[src/rtl/eth_pkg.sv]
// -----------------------------------------------------------------------------
// eth_pkg
// Shared definitions for the GMII transmit arbiter:
//   - eth_state_e       : transmit FSM states
//   - ETH_PREAMBLE_BYTE : preamble octet (0x55)
//   - ETH_SFD_BYTE      : start-of-frame delimiter octet (0xD5)
//   - sat_inc8          : saturating 8-bit increment used by the error counter
// -----------------------------------------------------------------------------
package eth_pkg;

   typedef enum logic [2:0] {
      IDLE = 3'd0,
      PRE  = 3'd1,
      SFD  = 3'd2,
      DATA = 3'd3,
      IFG  = 3'd4
   } eth_state_e;

   localparam logic [7:0] ETH_PREAMBLE_BYTE = 8'h55;
   localparam logic [7:0] ETH_SFD_BYTE      = 8'hD5;

   // Increment that sticks at 255 instead of wrapping.
   function automatic logic [7:0] sat_inc8(input logic [7:0] v);
      logic [7:0] r;
      if (v == 8'hFF) begin
         r = v;
      end else begin
         r = v + 8'd1;
      end
      return r;
   endfunction

endpackage

[src/rtl/rr_arb2.sv]
// -----------------------------------------------------------------------------
// rr_arb2
// Two-way round-robin grant logic. The grant is combinational from the
// requests; the pointer remembers which source was granted last and only
// moves when the owner accepts the grant.
// Ports:
//   clk      in  1  clock
//   rst_n    in  1  asynchronous active-low reset (pointer -> source 1)
//   i_req    in  2  request vector, bit i = source i
//   i_accept in  1  owner takes the current grant this cycle
//   o_gnt    out 2  one-hot grant (0 when no request)
// -----------------------------------------------------------------------------
module rr_arb2 (
   input  logic       clk,
   input  logic       rst_n,
   input  logic [1:0] i_req,
   input  logic       i_accept,
   output logic [1:0] o_gnt
);

   // 1 = source 1 was granted most recently, so source 0 wins the next tie
   logic r_last;

   // Grant selection: a lone request wins outright, a tie goes to the other source
   always_comb begin
      o_gnt = 2'b00;
      case (i_req)
         2'b01:   o_gnt = 2'b01;
         2'b10:   o_gnt = 2'b10;
         2'b11:   o_gnt = r_last ? 2'b01 : 2'b10;
         default: o_gnt = 2'b00;
      endcase
   end

   // Pointer register, updated only when a grant is actually taken
   always_ff @(posedge clk or negedge rst_n) begin
      if (!rst_n) begin
         r_last <= 1'b1;
      end else if (i_accept && (o_gnt != 2'b00)) begin
         r_last <= o_gnt[1];
      end else begin
         r_last <= r_last;
      end
   end

endmodule

[src/rtl/eth_tx_arbiter.sv]
// -----------------------------------------------------------------------------
// eth_tx_arbiter
// Shares one GMII transmit interface between two frame sources. Generates
// preamble + SFD, streams the granted source's payload, enforces the
// inter-frame gap and aborts frames on underrun or over-length.
// Ports:
//   gmii_tx_clk in  1   transmit byte clock (only clock)
//   rst_n       in  1   asynchronous active-low reset
//   src_req     in  2   per-source frame request
//   src_gnt     out 2   one-hot grant, held for the whole frame
//   src_data    in  16  payload bytes, source i on [8i+7:8i]
//   src_valid   in  2   payload byte valid
//   src_last    in  2   final payload byte marker
//   src_ready   out 2   payload byte accept strobe (DATA state only)
//   gmii_tx_en  out 1   registered GMII transmit enable
//   gmii_txd    out 8   registered GMII transmit data (0 when not enabled)
//   frame_cnt   out 16  frames completed with last (wraps)
//   err_cnt     out 8   aborted frames (saturates at 255)
// -----------------------------------------------------------------------------
module eth_tx_arbiter
   import eth_pkg::*;
#(
   parameter int PREAMBLE_LEN = 7,
   parameter int IFG_LEN      = 12,
   parameter int MAX_LEN      = 1514
) (
   input  logic        gmii_tx_clk,
   input  logic        rst_n,
   input  logic [1:0]  src_req,
   output logic [1:0]  src_gnt,
   input  logic [15:0] src_data,
   input  logic [1:0]  src_valid,
   input  logic [1:0]  src_last,
   output logic [1:0]  src_ready,
   output logic        gmii_tx_en,
   output logic [7:0]  gmii_txd,
   output logic [15:0] frame_cnt,
   output logic [7:0]  err_cnt
);

   // Terminal values of the shared 12-bit cycle/byte counter
   localparam logic [11:0] PRE_LAST = 12'(PREAMBLE_LEN - 1);
   localparam logic [11:0] IFG_LAST = 12'(IFG_LEN - 1);
   localparam logic [11:0] LEN_LAST = 12'(MAX_LEN - 1);

   eth_state_e  r_state, w_state_nxt;
   logic [11:0] r_cnt, w_cnt_nxt;
   logic [1:0]  r_gnt, w_gnt_nxt;
   logic        r_tx_en, w_tx_en_nxt;
   logic [7:0]  r_txd, w_txd_nxt;
   logic [15:0] r_frame_cnt;
   logic [7:0]  r_err_cnt;
   logic        w_frame_inc, w_err_inc;
   logic [1:0]  w_arb_gnt;
   logic        w_arb_accept;
   logic [7:0]  w_sel_data;
   logic        w_sel_valid, w_sel_last;

   // Payload mux driven by the held one-hot grant
   assign w_sel_data   = r_gnt[1] ? src_data[15:8] : src_data[7:0];
   assign w_sel_valid  = |(src_valid & r_gnt);
   assign w_sel_last   = |(src_last & r_gnt);
   // Requests only matter in IDLE; the pointer moves on the grant edge
   assign w_arb_accept = (r_state == IDLE);

   rr_arb2 u_rr_arb2 (
      .clk      (gmii_tx_clk),
      .rst_n    (rst_n),
      .i_req    (src_req),
      .i_accept (w_arb_accept),
      .o_gnt    (w_arb_gnt)
   );

   // Next-state, next-output and ready decode for the transmit FSM
   always_comb begin
      w_state_nxt = r_state;
      w_cnt_nxt   = r_cnt;
      w_gnt_nxt   = r_gnt;
      w_tx_en_nxt = 1'b0;
      w_txd_nxt   = 8'h00;
      w_frame_inc = 1'b0;
      w_err_inc   = 1'b0;
      src_ready   = 2'b00;
      case (r_state)
         IDLE: begin
            if (w_arb_gnt != 2'b00) begin
               w_gnt_nxt   = w_arb_gnt;
               w_cnt_nxt   = 12'd0;
               w_state_nxt = PRE;
            end else begin
               w_gnt_nxt   = 2'b00;
            end
         end
         PRE: begin
            w_tx_en_nxt = 1'b1;
            w_txd_nxt   = ETH_PREAMBLE_BYTE;
            if (r_cnt == PRE_LAST) begin
               w_cnt_nxt   = 12'd0;
               w_state_nxt = SFD;
            end else begin
               w_cnt_nxt   = r_cnt + 12'd1;
            end
         end
         SFD: begin
            w_tx_en_nxt = 1'b1;
            w_txd_nxt   = ETH_SFD_BYTE;
            w_cnt_nxt   = 12'd0;
            w_state_nxt = DATA;
         end
         DATA: begin
            src_ready = r_gnt;
            if (w_sel_valid) begin
               w_tx_en_nxt = 1'b1;
               w_txd_nxt   = w_sel_data;
               w_cnt_nxt   = r_cnt + 12'd1;
               if (w_sel_last) begin
                  // last on the MAX_LEN-th byte still counts as a good frame
                  w_frame_inc = 1'b1;
                  w_gnt_nxt   = 2'b00;
                  w_cnt_nxt   = 12'd0;
                  w_state_nxt = IFG;
               end else if (r_cnt == LEN_LAST) begin
                  // byte just accepted is the MAX_LEN-th: send it, then abort
                  w_err_inc   = 1'b1;
                  w_gnt_nxt   = 2'b00;
                  w_cnt_nxt   = 12'd0;
                  w_state_nxt = IFG;
               end else begin
                  w_state_nxt = DATA;
               end
            end else begin
               // underrun: nothing accepted, en drops on this edge
               w_err_inc   = 1'b1;
               w_gnt_nxt   = 2'b00;
               w_cnt_nxt   = 12'd0;
               w_state_nxt = IFG;
            end
         end
         IFG: begin
            if (r_cnt == IFG_LAST) begin
               w_cnt_nxt   = 12'd0;
               w_state_nxt = IDLE;
            end else begin
               w_cnt_nxt   = r_cnt + 12'd1;
            end
         end
         default: begin
            w_state_nxt = IDLE;
            w_gnt_nxt   = 2'b00;
            w_cnt_nxt   = 12'd0;
         end
      endcase
   end

   // State, grant, GMII output and counter registers
   always_ff @(posedge gmii_tx_clk or negedge rst_n) begin
      if (!rst_n) begin
         r_state     <= IDLE;
         r_cnt       <= 12'd0;
         r_gnt       <= 2'b00;
         r_tx_en     <= 1'b0;
         r_txd       <= 8'h00;
         r_frame_cnt <= 16'd0;
         r_err_cnt   <= 8'd0;
      end else begin
         r_state     <= w_state_nxt;
         r_cnt       <= w_cnt_nxt;
         r_gnt       <= w_gnt_nxt;
         r_tx_en     <= w_tx_en_nxt;
         r_txd       <= w_txd_nxt;
         r_frame_cnt <= w_frame_inc ? (r_frame_cnt + 16'd1) : r_frame_cnt;
         r_err_cnt   <= w_err_inc ? sat_inc8(r_err_cnt) : r_err_cnt;
      end
   end

   assign src_gnt    = r_gnt;
   assign gmii_tx_en = r_tx_en;
   assign gmii_txd   = r_txd;
   assign frame_cnt  = r_frame_cnt;
   assign err_cnt    = r_err_cnt;

endmodule

[config.mk]
export PLATFORM = sky130hd
export DESIGN_NAME = eth_tx_arbiter
export DESIGN_NICKNAME = d
export VERILOG_FILES = /design/src/rtl/eth_pkg.sv /design/src/rtl/rr_arb2.sv /design/src/rtl/eth_tx_arbiter.sv
export SDC_FILE = /design/constraint.sdc
export NUM_CORES = 1
export LEC_CHECK = 0
export BUFFER_PORTS_ARGS = -buffer_cell sky130_fd_sc_hd__buf_4
export CAP_MARGIN = 20
export CORE_UTILIZATION = 50
export CTS_BUF_LIST = sky130_fd_sc_hd__clkbuf_8
export DETAILED_ROUTE_END_ITERATION = 8
export PLACE_DENSITY_LB_ADDON = 0.3
export SLEW_MARGIN = 20
export SYNTH_ARGS = -nofsm -noshare
export SYNTH_HDL_FRONTEND = slang
export SYNTH_SLANG_ARGS = --single-unit
[constraint.sdc]
create_clock -name gmii_tx_clk -period 3.67 [get_ports gmii_tx_clk]
set_input_delay 0.734 -clock gmii_tx_clk [delete_from_list [all_inputs] [get_ports gmii_tx_clk]]
set_output_delay 0.734 -clock gmii_tx_clk [all_outputs]
set_load 0.005 [all_outputs]
==> out/metrics.csv <==
metric,value,unit
result of the run,"complete, no violations",
Reg2Reg Depth,5,
average size of a mapped cell,10.26,µm²
vias in the first global route,2019,
share of layout cells above drive strength 1,0.2362,
Via Count,2101,
number of gates resized after cts,0,
placement row count,25,
number of different library cells in the post-synthesis netlist,43,
net count of the finished layout,337,
initial antenna violation count,0,
Die Area,5421,µm²
Min-Delay Path Class,in2async,
Max rail drop VDD,0.3353,mV
highest attainable clock frequency,0.4077,GHz
Synth Flop Type,dfrtp_1,
maximum level of the CTS H-tree,2,
diode insertion count for antenna repair,0,
unrepaired setup endpoints after global routing,false,
Layout Utilization,0.6595,
final worst clock skew,15.52,ps
total wire length after detailed routing,5.456,mm
final HPWL from detailed placement,4.016,mm
Chip Width,73.63,µm
final setup fails,0,
share of the synthesized area in the top cell type,0.4878,
slew at the pin with the worst max-slew slack,699.6,ps
min cycle time layout,2453,ps
clock-pin slew of the registers on the worst-case setup and hold paths,100,ps
core region area,4817,µm²
WL/cell,14.51,µm
Relative slew margins,0.5335,
number of slew-limit violations in the final report,0,
startpoint type of the worst setup path,flip-flop,
count of clock tree sinks,51,
via count normalized by instance count,5.588,
number of synthesized flops with an enable pin,0,
GP Congestion,0.9211,
largest cells by area after synthesis,"dfrtp_1, xnor2_1, nand3_1",
number of antenna-violating nets in the routed design,0,
number of setup buffers added after CTS,0,
fraction of registers with async set or reset after synthesis,1.000,
Layout fillers,423,
largest net degree at the start of global routing,52,
Die Y-Extent,73.63,µm
total congestion overflow,0,
clock buffers created by TritonCTS,5,
wire length of the first global-routing pass,9.301,mm
clock tree from TritonCTS,done,
total number of yosys warnings,0,
sequential-to-total area share from yosys stat,0.4980,
Max Buffers Root-to-Sink,2,
capturing element type of the critical path,flip-flop,
I/O pin total,61,
CP max FO,21,
gr usage total,0.2211,
post-synth design cell area,2565,µm²
reg-to-reg critical path startpoint,r_cnt[4]$_DFFE_PN0P_,
required time of the critical path,3850,ps
cell type with the largest total area after synthesis,dfrtp_1,
gate count after technology mapping,250,
first drt pass iteration count,5,
area added between synthesis and finish,23.85,%
final period utilization,0.6684,
starting density of the core,0.5325,
insertion delay of the later-clocked pin in the worst-skew pair,310,ps
type of the worst setup path,reg2reg,
Leak Pwr,1.501,nW
quantity of hold-fixing buffers added after cts,0,
register bit total from synthesis,51,
setup_tns,0,ps
PortBufs,60,
final hold violation count,0,
worst reg-to-reg setup slack,1220,ps
CP arrival,2630,ps
Power Density,576.7,nW/µm²
number of maximum-capacitance violations,0,
Syn Nets,279,
FF-to-FF End,r_cnt[10]$_DFFE_PN0P_,
Clk Tree Root Cell,clkbuf_8,
crit path launch,r_cnt[4]$_DFFE_PN0P_,
DRT iter0 DRCs,70,
count of unresolved DRC violations after routing,0,
[worst max-delay path, stage by stage, from the launching register on]
cell and delay, ps:
dfrtp_1 450, or3_1 410, or4_1 510, a221o_1 590
a41oi_1 320, a31oi_1 60
[power breakdown]
group,leakage [nW],internal (mW),switching (mW)
logic,0.760,0.302,0.339
clock network,0.0581,0.203,0.188
registers,0.683,0.676,0.124
[kinds of logic (layout without fill, tap and decap cells)]
family,count (synthesis),in the layout,synth area share
multiplexers,10,10,0.04049
AND/OR/NAND/NOR,99,99,0.2137
flip-flops,51,51,0.4981
buffers and inverters,17,76,0.02683
AO/OA/AOI/OAI,44,44,0.1146
adder cells (fa/ha/maj),5,5,0.02439
XOR/XNOR,24,24,0.08195
[cells in the final DEF (no fill, tap or decap), types with 9 or more instances in the layout]
master	instances
nand2_1	21
o21ai_0	9
buf_4	61
and3_1	10
nor2_1	10
a31oi_1	9
xnor2_1	21
nand4_1	9
a21oi_1	9
nand3_1	16
dfrtp_1	50
[registers in the layout, indices dropped and copies added, names as in the netlist]
| name | count |
|---|---|
| r_state | 3 |
| gmii_tx_en | 1 |
| err_cnt | 8 |
| src_gnt | 2 |
| r_cnt | 12 |
| u_rr_arb2.r_last | 1 |
| gmii_txd | 8 |
| frame_cnt | 16 |
[synthesized netlist by cell type, types with 2 or more instances]
library cell and number:
or3_1 2, a21oi_1 9, xor2_1 3, nand2_1 21, inv_1 7, a41oi_1 2
clkbuf_1 7, nor3_1 2, and3_1 10, nand2b_1 6, dfrtp_1 50, ha_1 5
a31oi_1 9, nand3b_1 4, nand3_1 16, and4_1 6, nand4_1 9, nor2b_1 2
a21boi_0 2, and2_1 5, mux2_2 3, mux2i_1 7, a22o_1 4, a32o_1 3
nor2_1 10, o21ai_0 9, xnor2_1 21
[per-stage QoR]
stage               instances  cell area, µm²  total power [mW]  worst slack [ps]  hold WS [ps]
global route              376            3177             1.958              1109         497.4
global placement          368            3064             1.421              1262         460.4
CTS                       376            3177             1.843              1236         464.6
detailed placement        368            3064             1.454              1197         468.6
floorplan                 250            2565             1.205              1547         438.4
finish                    376            3177             1.832              1217         437.6
[per-layer routing]
metal	track usage	part of all wire	up-vias
li1	-	-	1013
met3	0.03567	0.035	4
met2	0.3751	0.51	49
met1	0.2932	0.45	1035
met5	0	0	-
met4	0.05983	0.0077	0
[final cells by class]
cell class | instances | area (µm²) | share of cell area
Sequential cell | 51 | 1277 | 0.4021
Clock inverter | 3 | 43.79 | 0.01378
Timing Repair Buffer | 61 | 457.9 | 0.1442
Tap cell | 67 | 83.83 | 0.02639
Multi-Input combinational cell | 182 | 1219 | 0.3836
Clock buffer | 5 | 68.82 | 0.02166
Inverter | 7 | 26.28 | 0.008271
[worst max-delay path by stage]
stage	end	slack (ps)
after floorplan	r_cnt[10]$_DFFE_PN0P_	1550
final	r_cnt[10]$_DFFE_PN0P_	1220
after CTS	r_cnt[10]$_DFFE_PN0P_	1240
after global routing	r_cnt[7]$_DFFE_PN0P_	1110
after global placement	r_cnt[7]$_DFFE_PN0P_	1260
after detailed placement	r_cnt[10]$_DFFE_PN0P_	1200
Note: power is estimated with default switching activity, not from simulation.
